[config.mk]
export PLATFORM = sky130hd
export DESIGN_NAME = bus_test_sequencer
export DESIGN_NICKNAME = d
export VERILOG_FILES = /design/src/rtl/bus_test_sequencer.sv
export SDC_FILE = /design/constraint.sdc
export NUM_CORES = 1
export LEC_CHECK = 0
export CAP_MARGIN = 20
export CORE_ASPECT_RATIO = 1.2
export CORE_MARGIN = 2
export CORE_UTILIZATION = 48
export CTS_CLUSTER_SIZE = 12
export DETAILED_ROUTE_END_ITERATION = 8
export PLACE_DENSITY = 0.75
export SETUP_SLACK_MARGIN = 0.02
export SYNTH_ARGS = -nofsm -noshare
export SYNTH_HDL_FRONTEND = slang
export SYNTH_SLANG_ARGS = --single-unit
[constraint.sdc]
create_clock -name clk -period 1.8 [get_ports clk]
set_input_delay 0.27 -clock clk [delete_from_list [all_inputs] [get_ports clk]]
set_output_delay 0.27 -clock clk [all_outputs]
set_load 0.005 [all_outputs]
[src/rtl/bus_test_sequencer.sv]
// Bus test sequencer: walks every CAN bus through an RX campaign, a fixed idle
// gap, a TX campaign and an optional custom-message phase, with a per-bus
// watchdog that records the bus that last failed to answer.
// Optional feature: define SEQ_ADV_TEST_EN to enable the ADV (custom message)
// phase; when undefined adv_req/costum_msg_end are ignored and ADV is unreachable.
module bus_test_sequencer #(
  parameter int unsigned N_BUSES        = 32,
  parameter int unsigned GAP_CYCLES     = 120,
  parameter int unsigned TIMEOUT_CYCLES = 65535,
  localparam int unsigned BUS_W         = (N_BUSES > 1) ? $clog2(N_BUSES) : 1
) (
  input  logic             clk,
  input  logic             rst,
  input  logic             sign_on,
  input  logic [BUS_W-1:0] n_buses,
  input  logic             test_rx_end,
  input  logic             test_tx_end,
  input  logic             costum_msg_end,
  input  logic             adv_req,
  output logic             test_rx,
  output logic             test_tx,
  output logic             test_advanced,
  output logic             endwait_all,
  output logic [BUS_W-1:0] bus_sel,
  output logic [3:0]       phase,
  output logic             done,
  output logic             timeout_err,
  output logic [BUS_W-1:0] err_bus
);

`ifdef SEQ_ADV_TEST_EN
  localparam bit ADV_EN = 1'b1;
`else
  localparam bit ADV_EN = 1'b0;
`endif

  localparam int unsigned WD_BITS = $clog2(TIMEOUT_CYCLES + 1);
  localparam int unsigned WD_W    = (WD_BITS > 16) ? WD_BITS : 16;
  localparam int unsigned GAP_BITS = $clog2(GAP_CYCLES + 1);
  localparam int unsigned GAP_W   = (GAP_BITS > 1) ? GAP_BITS : 1;

  localparam logic [BUS_W-1:0] LAST_BUS = BUS_W'(N_BUSES - 1);
  localparam logic [WD_W-1:0]  WD_LIMIT = WD_W'(TIMEOUT_CYCLES - 1);
  localparam logic [GAP_W-1:0] GAP_LAST = GAP_W'((GAP_CYCLES > 0) ? GAP_CYCLES - 1 : 0);

  typedef enum logic [3:0] {
    IDLE    = 4'd0,
    RX_RUN  = 4'd1,
    RX_NEXT = 4'd2,
    ENDWAIT = 4'd3,
    GAP     = 4'd4,
    TX_RUN  = 4'd5,
    TX_NEXT = 4'd6,
    ADV     = 4'd7,
    DONE    = 4'd8
  } state_t;

  state_t           state_q, state_d;
  logic [BUS_W-1:0] bus_d, last_q, last_d, ebus_d;
  logic             adv_q, adv_d, terr_d;
  logic [WD_W-1:0]  wd_q, wd_d;
  logic [GAP_W-1:0] gap_q, gap_d;
  logic             expire, in_run;

  assign phase = state_q;

  // State, campaign context and registered outputs
  always_ff @(posedge clk) begin
    if (rst) begin
      state_q       <= IDLE;
      bus_sel       <= '0;
      last_q        <= '0;
      adv_q         <= 1'b0;
      wd_q          <= '0;
      gap_q         <= '0;
      timeout_err   <= 1'b0;
      err_bus       <= '0;
      test_rx       <= 1'b0;
      test_tx       <= 1'b0;
      test_advanced <= 1'b0;
      endwait_all   <= 1'b0;
      done          <= 1'b0;
    end else begin
      state_q       <= state_d;
      bus_sel       <= bus_d;
      last_q        <= last_d;
      adv_q         <= adv_d;
      wd_q          <= wd_d;
      gap_q         <= gap_d;
      timeout_err   <= terr_d;
      err_bus       <= ebus_d;
      test_rx       <= (state_d == RX_RUN);
      test_tx       <= (state_d == TX_RUN);
      test_advanced <= ADV_EN && (state_d == ADV);
      endwait_all   <= (state_d == ENDWAIT);
      done          <= (state_d == DONE);
    end
  end

  // Next-state, bus walk, gap and watchdog logic
  always_comb begin
    state_d = state_q;
    bus_d   = bus_sel;
    last_d  = last_q;
    adv_d   = adv_q;
    gap_d   = '0;
    terr_d  = timeout_err;
    ebus_d  = err_bus;
    expire  = (wd_q == WD_LIMIT);
    in_run  = (state_q == RX_RUN) || (state_q == TX_RUN) || (state_q == ADV);

    case (state_q)
      IDLE: begin
        if (sign_on) begin
          last_d  = (n_buses > LAST_BUS) ? LAST_BUS : n_buses;
          adv_d   = ADV_EN && adv_req;
          bus_d   = '0;
          state_d = RX_RUN;
        end
      end
      RX_RUN: begin
        // An end pulse in the expiry cycle wins over the watchdog
        if (test_rx_end) begin
          state_d = RX_NEXT;
        end else if (expire) begin
          terr_d  = 1'b1;
          ebus_d  = bus_sel;
          state_d = RX_NEXT;
        end
      end
      RX_NEXT: begin
        if (bus_sel < last_q) begin
          bus_d   = bus_sel + BUS_W'(1);
          state_d = RX_RUN;
        end else begin
          bus_d   = '0;
          state_d = ENDWAIT;
        end
      end
      ENDWAIT: state_d = GAP;
      GAP: begin
        if (gap_q == GAP_LAST) begin
          state_d = TX_RUN;
        end else begin
          gap_d = gap_q + GAP_W'(1);
        end
      end
      TX_RUN: begin
        if (test_tx_end) begin
          state_d = TX_NEXT;
        end else if (expire) begin
          terr_d  = 1'b1;
          ebus_d  = bus_sel;
          state_d = TX_NEXT;
        end
      end
      TX_NEXT: begin
        if (bus_sel < last_q) begin
          bus_d   = bus_sel + BUS_W'(1);
          state_d = TX_RUN;
        end else if (ADV_EN && adv_q) begin
          state_d = ADV;
        end else begin
          bus_d   = '0;
          state_d = DONE;
        end
      end
      ADV: begin
        if (ADV_EN && costum_msg_end) begin
          state_d = DONE;
        end else if (expire) begin
          terr_d  = 1'b1;
          ebus_d  = bus_sel;
          state_d = DONE;
        end
      end
      DONE: begin
        if (!sign_on) state_d = IDLE;
      end
      default: state_d = IDLE;
    endcase

    // Watchdog counts residency in a request state and restarts on any transition
    wd_d = (in_run && (state_d == state_q)) ? wd_q + WD_W'(1) : '0;
  end

endmodule

# After elaboration in Yosys (flattened, before gate mapping)
# Cells that the tools add are included.
word_totals:
  output_inout_bits: 20
  ff_bits: 47
  wordCells: 71
classes:
  bitwise_logic: 2
  add_sub_neg: 3
  magnitude_cmp: 2
  eq_ne: 18
  n_mux: 23
  reduce_logical: 12
op_table:
  columns: ["op", "n"]
  rows:
  - ["2-to-1 mux 4 bit", 9]
  - ["one-hot mux 4 bit (9 select lines)", 1]
  - ["2-to-1 mux 5 bit", 6]
  - ["equality test 4 x 3 -> 1 bit (second input constant)", 5]
  - ["adder 16 x 1 -> 16 bit (second input constant)", 1]
  - ["equality test 16 bit (second input constant)", 1]
  - ["one-hot mux 5 bit (3 select lines)", 1]
  - ["equality test 4 x 2 -> 1 bit (second input constant)", 3]
  - ["one-hot mux 5 bit (2 select lines)", 1]
  - ["equality test 4 x 1 -> 1 bit (second input constant)", 2]
  - ["equality test 4 bit (second input constant)", 2]
  - ["adder 7 x 1 -> 7 bit (second input constant)", 1]
  - ["equality test 7 bit (second input constant)", 1]
  - ["inequality test 2 bit (second input constant)", 3]
  - ["adder 5 x 1 -> 5 bit (second input constant)", 1]
  - ["> comparator 5 bit (second input constant)", 1]
  - ["less-than comparator 5 bit", 1]
  - ["equality test 4 bit", 1]
  - ["zero test 4 bit", 1]
  - ["AND reduction 2 bit", 2]
  - ["OR reduction 2 bit", 2]
  - ["2-to-1 mux 1 bit", 3]
  - ["one-hot mux 1 bit (3 select lines)", 1]
  - ["AND reduction 3 bit", 1]
  - ["7 further kinds", 9]

# Longest topological paths before layout
depth:
  depth_word: 8
  mapped_depth: 9
  mapped_depth_nobuf: 7

# Worst setup path after synthesis
# Ideal clock, no wire load.
synth_timing:
  kind: "register to register"
  start: "reg wd_q[9]"
  end: "reg endwait_all"
  path_stages_with_launch: 6
  path_slack_ns: 0.044
  required_ns: 1.708
  t_arrival_ns: 1.664
  synth_period_minus_slack_ns: 1.756
  cell_sequence: "dfxtp_1 > nand4_2 > nor4_4 > mux2_2 > o32a_1 > nor4_1"
synth_via:
  elab_chain_len: 5
synth_rtl:
  columns: ["element", "line_no", "source"]
  rows:
  - ["start: declaration", "61", "logic [WD_W-1:0] wd_q, wd_d;"]
  - ["start signal: assignment", "88", "wd_q <= wd_d;"]
  - ["equality test 16 bit (*)", "109", "expire = (wd_q == WD_LIMIT);"]
  - ["2-to-1 mux 4 bit, on equally long branches", "151, 125", null]
  - ["2-to-1 mux 4 bit, on equally long branches", "149, 123", null]
  - ["one-hot mux 4 bit (9 select lines) (*)", "112", "case (state_q)"]
  - ["equality test 4 x 2 -> 1 bit (*)", "95", "endwait_all <= (state_d == ENDWAIT);"]
  - ["end signal: assignment", "95", null]
  - ["end: declaration", "23", "output logic endwait_all,"]
# Every way passes the cells marked *; elsewhere a longest branch is shown, timed or not.
# A chain may end at the register's enable or synchronous reset.

# Worst setup path in the final report
layout_timing:
  start: "reg wd_q[0]"
  end: "reg err_bus[1]"
layout_via:
  elab_chain_len: 4
layout_rtl:
  columns: ["element", "line_no", "source"]
  rows:
  - ["equality test 16 bit (*)", "109", null]
  - ["2-to-1 mux 5 bit (*)", null, null]
  - ["2-to-1 mux 5 bit, on equally long branches", null, null]
  - ["one-hot mux 5 bit (3 select lines) (*)", null, null]
  - ["end signal: assignment", "91", "err_bus <= ebus_d;"]
  - ["end: declaration", "28", "output logic [BUS_W-1:0] err_bus"]
# Every way passes the cells marked *; elsewhere a longest branch is shown, timed or not. The select of a mux whose other input is x is not followed.

==> out/metrics.yaml <==
synth:
  synthesis.area_mm2: 0.00218
  async_flop_share_pct: 0
  seq_area_frac_synth_pct: 43.1
  synth_common_cells: "nor2_1 (48), dfxtp_1 (47), xnor2_1 (13)"
  synth_fp_nets: 259
  ys_warn_count: 0
  ys_ff_latch: 47
  yosysMostFrequentCell: "nor2_1"
  synth_top_area_share_pct: 43.1
  yosys-top-cells-area: "dfxtp_1 (43%), nor2_1 (8.3%), xnor2_1 (5.2%), ha_1 (4.6%), mux2i_1 (4.6%)"
  synth_ff_type: "dfxtp_1"
  synth_top_cell_by_area: "dfxtp_1"
  synthCells: 239
  syn_area_per_cell_um2: 9.13
  yosysUniqueCellTypes: 47
  synth_edf_count: 0
clock_tree:
  insertion_delay_ps: 300
  htree_levels: 2
  cts.clk_slew.worst_paths_ps: 90
  cts_sinks: 47
  clockRootBuffer: "clkbuf_8"
  cts_tree: "yes"
  cts_made_buffers: 5
  cts_max_path_buffers: 2
floorplanning:
  start_util_pct: 50.4
  ios: 32
  die_w_um: 65.6
  die_area_mm2: 0.00510
  core_region_area_mm2: 0.00433
  rows: 26
  die_h_um: 77.9
drt:
  finalWirelength_um: 4450
  drt-pass1-iter-count: 5
  ant_nets: 0
  num_vias: 1825
  drc: 0
  drt-initial-drc-count: 73
  wl_per_cell_um: 12.6
  vias_per_cell: 5.16
job:
  maxCapViolCount: 0
timing:
  hold_viol: 0
  fin_hold_ws_ps: 454
  fin_skew_ps: 5.56
  layout_min_cycle_time_ps: 1780
  fin_crit_sh_pct: 98.8
  max_freq_mhz: 563
  rsz0062_at_grt: "true"
  slew_viol_final: 0
  layout_setup_ws_ps: 22.2
  finalSetupViolCount: 0
global_routing:
  grt_pass1_vias: 1783
  antenna_found_initial: 0
  grtUsageTotal_pct: 19.5
  grt_overflow_total: 0
  grt_max_degree: 24
  grt_first_pass_wirelength_um: 7770
final_layout:
  nets: 317
  antenna_cells: 0
  fin_area_mm2: 0.00292
  multiInputGateArea_mm2: 0.00121
  regArea_um2: 945
  drive_above_1_share_pct: 20.8
  fillers: 351
  syn2layout_area_growth_pct: 33.8
place:
  gp_congestion: 0.809
  dp_slack_ps: -4.10
  detailed_place.area_mm2: 0.00275
  portBuffers: 28
  dp_hpwl_um: 3230
setup_path:
  critPathTopFamily: "simple AND/OR/NAND/NOR gates"
  startpoint_type: "register"
  slowest_stage: "dfxtp_2"
  cp-end-kind: "register"
  critPathRequiredTime_ps: 1990
  crit_type: "reg2reg"
  path_buf_inv: 3
  arrival_ps: 1970
  critPathMaxFanout: 6
  crit_chain: "inv_1, ha_1, nand4_1, nor4_4, buf_4, nor3b_4, buf_12, mux2i_1, nor2_1"
  critical-path-max-stage-delay_ps: 320
worst_hold_path:
  hold_path.class: "reg2reg"
power_and_ir_drop:
  powerDensity_mw_per_mm2: 748
  p_leak_nw: 1.12
  ir_worst_vdd_mv: 0.535
run_status:
  outcome: "completed"
-- sequential cells by signal, summed over array words and instances (netlist names) --
register	cells
wd_q	16
gap_q	7
bus_sel	5
err_bus	5
last_q	5
phase	4
done	1
endwait_all	1
test_rx	1
test_tx	1
timeout_err	1
-- layout make-up --
type	count	area share, %
multi-input combinational	175	41.5
sequential	47	32.3
timing repair buffer	60	18.7
clock buffer	6	2.83
tap	56	2.40
clock inverter	2	1.20
inverter	8	1.03
-- layout by cell type, fill, tap and decap left out, types with 2 or more instances in the layout --
| cell type | n |
|---|---|
| o21a_1 | 2 |
| inv_1 | 8 |
| and4_1 | 2 |
| dfxtp_2 | 3 |
| nor2b_1 | 7 |
| buf_4 | 30 |
| nand3_1 | 11 |
| xnor2_1 | 13 |
| nand2_1 | 11 |
| buf_12 | 2 |
| dfxtp_1 | 44 |
| nand4_2 | 2 |
| clkdlybuf4s50_1 | 28 |
| a21oi_1 | 5 |
| nand4_1 | 5 |
| nor3_1 | 4 |
| nor2_1 | 48 |
| mux2i_1 | 10 |
| nand2b_1 | 4 |
| clkbuf_8 | 6 |
| nor4_2 | 2 |
| nand3b_1 | 2 |
| o21ai_0 | 3 |
| xor2_1 | 7 |
| a31oi_1 | 3 |
| ha_1 | 8 |
-- power breakdown --
part | total (W) | internal, W | switching (W)
clock network | 0.000793 | 0.000449 | 0.000344
registers | 0.00108 | 0.00106 | 0.0000197
logic | 0.000308 | 0.000159 | 0.000149
-- through the flow --
step | power, W | TNS (ps) | instances | util, %
finish | 0.00218 | 0 | 354 | 67.5
floorplan | 0.00127 | 0 | 239 | -
global route | 0.00228 | -810 | 354 | 67.5
CTS | 0.00220 | 0 | 354 | 66.9
global placement | 0.00139 | -6.05 | 345 | 63.5
detailed placement | 0.00139 | -7.46 | 345 | 63.5
-- metal layers --
metal | global-route usage (%) | up-vias | part of all wire (%) | wire length, um
met4 | 8.33 | 0 | 1.8 | 81
li1 | - | 936 | - | -
met1 | 22.0 | 849 | 44 | 1940
met5 | 0 | - | 0 | 0
met3 | 4.64 | 7 | 3.0 | 135
met2 | 34.2 | 33 | 51 | 2290
-- worst reg2reg max path, delay by kind of cell, from the launching register on --
kind / cells / cell delay (ps)
AND/OR/NAND/NOR: 4 / 630
multiplexers: 1 / 190
buffers and inverters: 3 / 390
adder cells (fa/ha/maj): 1 / 140
flip-flops: 1 / 320
-- timing repair --
action / 4_1_cts / 5_1_grt
pin swaps: 3 / 0
gates resized for setup: 5 / 6
endpoints found under the setup margin: 9 / 18
setup buffers: 1 / 0
hold buffers: 0 / 0
-- logic make-up (layout without fill, tap and decap cells) --
kind of cell	Yosys count	in the layout	synth area share (%)
multiplexers	11	11	5.10
other	1	1	0.172
adder cells (fa/ha/maj)	8	8	4.59
AO/OA/AOI/OAI	25	25	8.77
buffers and inverters	17	76	3.27
AND/OR/NAND/NOR	110	110	26.9
XOR/XNOR	20	20	8.03
flip-flops	47	47	43.1
-- path summary, 6_finish.rpt --
kind                                   end     start  slack, ps  cells after the start
worst min register to register    gap_q[0]  gap_q[0]        450                      1
worst min-delay path              gap_q[0]  gap_q[0]        450                      1
worst max-delay path            err_bus[1]   wd_q[0]         20                      9
worst max register to register  err_bus[1]   wd_q[0]         20                      9
No activity file was read; power rests on OpenSTA's default activity.
